--- config.mk ---
export PLATFORM = sky130hd
export DESIGN_NAME = id_ex_stage
export DESIGN_NICKNAME = d
export VERILOG_FILES = /design/src/rtl/id_ex_pkg.sv /design/src/rtl/id_ex_stage_hazard_cmp.sv /design/src/rtl/id_ex_stage.sv
export SDC_FILE = /design/constraint.sdc
export NUM_CORES = 1
export LEC_CHECK = 0
export CORE_MARGIN = 2
export CORE_UTILIZATION = 44
export DETAILED_ROUTE_END_ITERATION = 12
export GPL_TIMING_DRIVEN = 1
export PLACE_DENSITY = 0.93
export REMOVE_ABC_BUFFERS = 1
export SLEW_MARGIN = 10
export SYNTH_ARGS = -nofsm -noshare
export SYNTH_HDL_FRONTEND = slang
export SYNTH_SLANG_ARGS = --single-unit
--- constraint.sdc ---
create_clock -name clk -period 2.8 [get_ports clk]
set_input_delay 0.7 -clock clk [delete_from_list [all_inputs] [get_ports clk]]
set_output_delay 0.7 -clock clk [all_outputs]
set_load 0.05 [all_outputs]
--- src/rtl/id_ex_pkg.sv ---
// Shared widths, register-zero constant and pipeline register layouts for the ID/EX stage.
package id_ex_pkg;

  localparam int REG_IDX_W = 5;
  localparam int DATA_W    = 32;
  localparam int CTRL_W    = 16;

  localparam logic [REG_IDX_W-1:0] REG_ZERO = '0;

  // Bubble counts loaded on a newly detected hazard (the load cycle is the first bubble).
  localparam logic [1:0] BUBBLES_EX_PRODUCER = 2'd2;
  localparam logic [1:0] BUBBLES_WB_PRODUCER = 2'd1;
  localparam logic [1:0] BUBBLES_LOAD_USE    = 2'd1;

  typedef struct packed {
    logic                 valid;
    logic [DATA_W-1:0]    rdata_a;
    logic [DATA_W-1:0]    rdata_b;
    logic [REG_IDX_W-1:0] wreg;
    logic                 reg_write;
    logic                 mem_read;
    logic [CTRL_W-1:0]    ctrl;
  } ex_regs_t;

  typedef struct packed {
    logic                 valid;
    logic [REG_IDX_W-1:0] wreg;
    logic                 reg_write;
  } shadow_t;

endpackage

--- src/rtl/id_ex_stage_hazard_cmp.sv ---
// Two-source register index comparator: flags when a valid, writing, non-r0 producer
// targets either source of a valid ID instruction.
module hazard_cmp
  import id_ex_pkg::*;
(
  input  logic                 p_valid_i,
  input  logic                 p_reg_write_i,
  input  logic [REG_IDX_W-1:0] p_wreg_i,
  input  logic                 id_valid_i,
  input  logic [REG_IDX_W-1:0] id_rs_i,
  input  logic [REG_IDX_W-1:0] id_rt_i,
  output logic                 match_rs_o,
  output logic                 match_rt_o
);

  logic qual;

  assign qual       = p_valid_i & p_reg_write_i & (p_wreg_i != REG_ZERO) & id_valid_i;
  assign match_rs_o = qual & (p_wreg_i == id_rs_i);
  assign match_rt_o = qual & (p_wreg_i == id_rt_i);

endmodule

--- src/rtl/id_ex_stage.sv ---
// ID/EX pipeline register with hazard detection, bubble insertion and forwarding selects.
// Define ID_EX_FWD_EN to enable MEM/WB operand forwarding (only load-use then stalls).
module id_ex_stage
  import id_ex_pkg::*;
(
  input  logic                 clk,
  input  logic                 rst_n,
  input  logic                 id_valid,
  input  logic [DATA_W-1:0]    id_rdata_a,
  input  logic [DATA_W-1:0]    id_rdata_b,
  input  logic [REG_IDX_W-1:0] id_rs,
  input  logic [REG_IDX_W-1:0] id_rt,
  input  logic [REG_IDX_W-1:0] id_wreg,
  input  logic                 id_reg_write,
  input  logic                 id_mem_read,
  input  logic [CTRL_W-1:0]    id_ctrl,
  input  logic                 stall_in,
  input  logic                 flush,
  output logic                 ex_valid,
  output logic [DATA_W-1:0]    ex_rdata_a,
  output logic [DATA_W-1:0]    ex_rdata_b,
  output logic [REG_IDX_W-1:0] ex_wreg,
  output logic                 ex_reg_write,
  output logic                 ex_mem_read,
  output logic [CTRL_W-1:0]    ex_ctrl,
  output logic                 control_rdata_a,
  output logic                 control_rdata_b,
  output logic                 id_stall
);

  ex_regs_t   ex_q, ex_d;
  shadow_t    wb_q, wb_d;
  logic       fwd_a_q, fwd_a_d, fwd_b_q, fwd_b_d;
  logic [1:0] cnt_q, cnt_d;

  logic       ex_hit_rs, ex_hit_rt, wb_hit_rs, wb_hit_rt;
  logic       hazard, new_hazard, bubble;
  logic [1:0] hazard_cnt;
  logic       fwd_a_sel, fwd_b_sel;

  hazard_cmp u_cmp_ex (
    .p_valid_i     (ex_q.valid),
    .p_reg_write_i (ex_q.reg_write),
    .p_wreg_i      (ex_q.wreg),
    .id_valid_i    (id_valid),
    .id_rs_i       (id_rs),
    .id_rt_i       (id_rt),
    .match_rs_o    (ex_hit_rs),
    .match_rt_o    (ex_hit_rt)
  );

  hazard_cmp u_cmp_wb (
    .p_valid_i     (wb_q.valid),
    .p_reg_write_i (wb_q.reg_write),
    .p_wreg_i      (wb_q.wreg),
    .id_valid_i    (id_valid),
    .id_rs_i       (id_rs),
    .id_rt_i       (id_rt),
    .match_rs_o    (wb_hit_rs),
    .match_rt_o    (wb_hit_rt)
  );

`ifdef ID_EX_FWD_EN
  // The shadow match covers a producer that slid past EX while a load-use bubble was inserted.
  assign hazard     = ex_q.mem_read & (ex_hit_rs | ex_hit_rt);
  assign hazard_cnt = BUBBLES_LOAD_USE;
  assign fwd_a_sel  = ex_hit_rs | wb_hit_rs;
  assign fwd_b_sel  = ex_hit_rt | wb_hit_rt;
`else
  assign hazard     = ex_hit_rs | ex_hit_rt | wb_hit_rs | wb_hit_rt;
  assign hazard_cnt = (ex_hit_rs | ex_hit_rt) ? BUBBLES_EX_PRODUCER : BUBBLES_WB_PRODUCER;
  assign fwd_a_sel  = 1'b0;
  assign fwd_b_sel  = 1'b0;
`endif

  // Hazards are only re-evaluated once a running bubble sequence has drained.
  assign new_hazard = (cnt_q == 2'd0) & hazard;
  assign bubble     = (cnt_q != 2'd0) | new_hazard;
  assign id_stall   = stall_in | hazard | (cnt_q != 2'd0);

  always_comb begin
    ex_d    = ex_q;
    wb_d    = wb_q;
    fwd_a_d = fwd_a_q;
    fwd_b_d = fwd_b_q;
    cnt_d   = cnt_q;
    if (flush) begin
      wb_d    = '{valid: ex_q.valid, wreg: ex_q.wreg, reg_write: ex_q.reg_write};
      ex_d    = '0;
      fwd_a_d = 1'b0;
      fwd_b_d = 1'b0;
      cnt_d   = 2'd0;
    end else if (stall_in) begin
      cnt_d = cnt_q;
    end else if (bubble) begin
      wb_d    = '{valid: ex_q.valid, wreg: ex_q.wreg, reg_write: ex_q.reg_write};
      ex_d    = '0;
      fwd_a_d = 1'b0;
      fwd_b_d = 1'b0;
      cnt_d   = (cnt_q != 2'd0) ? cnt_q - 2'd1 : hazard_cnt - 2'd1;
    end else begin
      wb_d    = '{valid: ex_q.valid, wreg: ex_q.wreg, reg_write: ex_q.reg_write};
      ex_d    = '{valid: id_valid, rdata_a: id_rdata_a, rdata_b: id_rdata_b, wreg: id_wreg,
                  reg_write: id_reg_write, mem_read: id_mem_read, ctrl: id_ctrl};
      fwd_a_d = fwd_a_sel;
      fwd_b_d = fwd_b_sel;
    end
  end

  always_ff @(posedge clk or negedge rst_n) begin
    if (!rst_n) begin
      ex_q    <= '0;
      wb_q    <= '0;
      fwd_a_q <= 1'b0;
      fwd_b_q <= 1'b0;
      cnt_q   <= 2'd0;
    end else begin
      ex_q    <= ex_d;
      wb_q    <= wb_d;
      fwd_a_q <= fwd_a_d;
      fwd_b_q <= fwd_b_d;
      cnt_q   <= cnt_d;
    end
  end

  assign ex_valid        = ex_q.valid;
  assign ex_rdata_a      = ex_q.rdata_a;
  assign ex_rdata_b      = ex_q.rdata_b;
  assign ex_wreg         = ex_q.wreg;
  assign ex_reg_write    = ex_q.reg_write;
  assign ex_mem_read     = ex_q.mem_read;
  assign ex_ctrl         = ex_q.ctrl;
  assign control_rdata_a = fwd_a_q;
  assign control_rdata_b = fwd_b_q;

endmodule

==> reports/results.ini <==
[run_status]
status=finished, final reports clean

[clock_network]
cts_tree=built
ctsHoldBuffers=0
clk_path_buf_depth=2
cts_buffers=9
root_buffer=clkbuf_8
htreeDepth=3
clk_pin_slew_ns=0.09
clkSinkCount=97
clk-insertion-delay-late_ns=0.34

[layout]
regArea_um2=2430
final_common_cell=clkdlybuf4s50_1
fillers=787
nets=641
area_growth_syn_to_layout_pct=47.6
multi_input_comb_area_um2=2010
diodes=0
drive_above_1_share_pct=7.73
final_cell_area_um2=6820
final_cell_mix=clkdlybuf4s50_1 (187), dfrtp_1 (97), nor3b_1 (89)

[worst_setup_path]
arrival_ns=2.04
crit_required_ns=2.10
worstPathMaxFanout=2
critPathLaunchType=primary input
setup.worst_path.end_class=output pin
crit_type=in -> out

[power_and_ir_drop]
powerDensity_nw_per_um2=484
p_comb_share_pct=25.8
switchingPower_uw=989
p_sw_share_pct=30.0
clockPowerShare_pct=27.7
peakVddDrop_uv=292
p_int_mw=2.31
seqPwrFrac_pct=46.5
p_leak_nw=2.62

[yosys]
ys_seq_area_share_pct=52.5
synth_area_leaders=dfrtp_1 (53%), a32o_1 (19%), nor3b_1 (14%)
yosys_warnings=0
ys_types=25
syn_area_um2=4620
syn_area_per_cell_um2=12.2
synth_largest_area_cell=dfrtp_1
synth_top_area_share_pct=52.5
post_synth_inst_count=379
ys_seq_elements=97

[timing]
finalMaxSlewViolations=0
slew_headroom_pct=35.3
fmax_ghz=0.365
period_needed_ns=2.74
tightest_slew_ns=0.970
fin_setup_tns_ns=0
setup_viol=0
hold_violations=0
finClkSkew_ns=0.00704
fin_crit_sh_pct=97.9

[worst_hold_path]
min_path_type=in -> async

[die]
core-area_um2=10300
start_util_pct=45.0
die_area_um2=11300
io-pin-count=193
die-height_um=106
fp.dieW_um=106
placementRows=37

[routing]
vias=4050
antenna_left=0
first_pass_iters=5
post_drt_wl_per_cell_um=19.4
routed_wl_mm=13.2
viasPerCell=5.96
drc_errors=0
drt-initial-drc-count=337

[global_routing]
grt_max_degree=90
antenna_found_initial=0
grt_pass1_vias=4231
gr-total-overflow=0
grt_util_all_layers_pct=22.9
grt_pass1_wl_mm=21.1

[placement]
gp_congestion=0.873
portBuffers=190
placed_area_um2=6600
dpl.hpwl_mm=8.56

[flow_run]
maxCapViolCount=0

cell type report:
type,count,share of cell area [%]
clock buffer,12,2.27
clock inverter,3,0.587
multi-input combinational,232,29.4
sequential,97,35.6
tap,136,2.49
timing repair buffer,199,29.6
repair_timing:
| action | 4_1_cts | 5_1_grt |
|---|---|---|
| buffers inserted | 0 | 0 |
| resized for setup | 1 | 3 |
| pin swaps | 2 | 1 |
| endpoints found under the setup margin | 1 | 1 |
| hold endpoints to repair | 0 | 0 |
| cloned | 0 | 0 |
per-layer routing:
layer,GRT usage [%],vias to the layer above,share of wire (%)
met4,6.49,0,1.3
met3,3.74,18,5.2
li1,-,1789,-
met1,29.4,2091,40
met2,40.1,152,53
met5,0,-,0
synthesized netlist by cell type (all sizes together):
library cell  instances
buf                  18
nand2                 2
nor2                  3
o22ai                 1
xor2                  4
xnor2                16
or3                   1
or2                   1
clkbuf               33
a21oi                 3
nor2b                 1
conb                  1
nand3                 7
nor3b                89
o21ai                 2
nand3b                1
a32o                 88
dfrtp                97
mux2                  7
nor3                  4
worst paths after layout:
check / from / to / slack, ns / cells after the start
min in group clk: ex_rdata_a[7] / ex_rdata_a[7] / 0.50 / 1
hold reg to reg: ex_rdata_a[7] / ex_rdata_a[7] / 0.50 / 1
setup reg to reg: ex_wreg[1] / ex_rdata_b[18] / 0.62 / 6
setup / recovery: id_rt[2] / id_stall / 0.06 / 7
max in group asynchronous: rst_n / ex_ctrl[9] / 1.73 / 2
hold / removal: rst_n / ex_reg_write / 0.37 / 1
state kept, by name, indices dropped and copies added, names as in the netlist:
name	flops
ex_rdata_b	32
ex_wreg	5
wb_q	7
ex_reg_write	1
ex_valid	1
cnt_q	2
ex_mem_read	1
ex_ctrl	16
ex_rdata_a	32
worst max-delay path, stage by stage:
cell and delay, ns:
clkdlybuf4s50_1 0.55, xnor2_1 0.15, nand3_1 0.12, o22ai_2 0.19, a21oi_4 0.08, nand3_2 0.10
buf_12 0.14
logic make-up (layout without fill, tap and decap cells):
kind of cell | count (synthesis) | in the layout | share of synthesized area (%)
compound gates | 94 | 94 | 20.1
xor+xnor | 20 | 20 | 3.79
buf+inv | 51 | 214 | 5.01
flops | 97 | 97 | 52.5
mux | 7 | 7 | 1.71
other cells | 1 | 2 | 0.0811
simple gates | 109 | 109 | 16.8
stage by stage:
stage	setup WS (ns)	hold WS, ns	total power [mW]	util, %	cells
2_1_floorplan	-1.86	0.404	2.01	-	329
3_3_place_gp	0.0190	0.472	2.39	64.2	664
3_5_place_dp	-0.0389	0.481	2.41	64.2	664
4_1_cts	0.0175	0.392	3.33	66.2	679
5_1_grt	-0.0205	0.416	3.44	66.4	679
6_report	0.0598	0.372	3.30	66.4	679
power groups by stage:
stage	clock [mW]	sequential [mW]	combinational [mW]
after detailed placement	0	1.56	0.850
after floorplan	0	1.81	0.199
after CTS	0.939	1.54	0.854
after global placement	0	1.56	0.835
after global routing	1.00	1.55	0.894
final	0.913	1.54	0.852
Power figures use the tool's default switching activity.
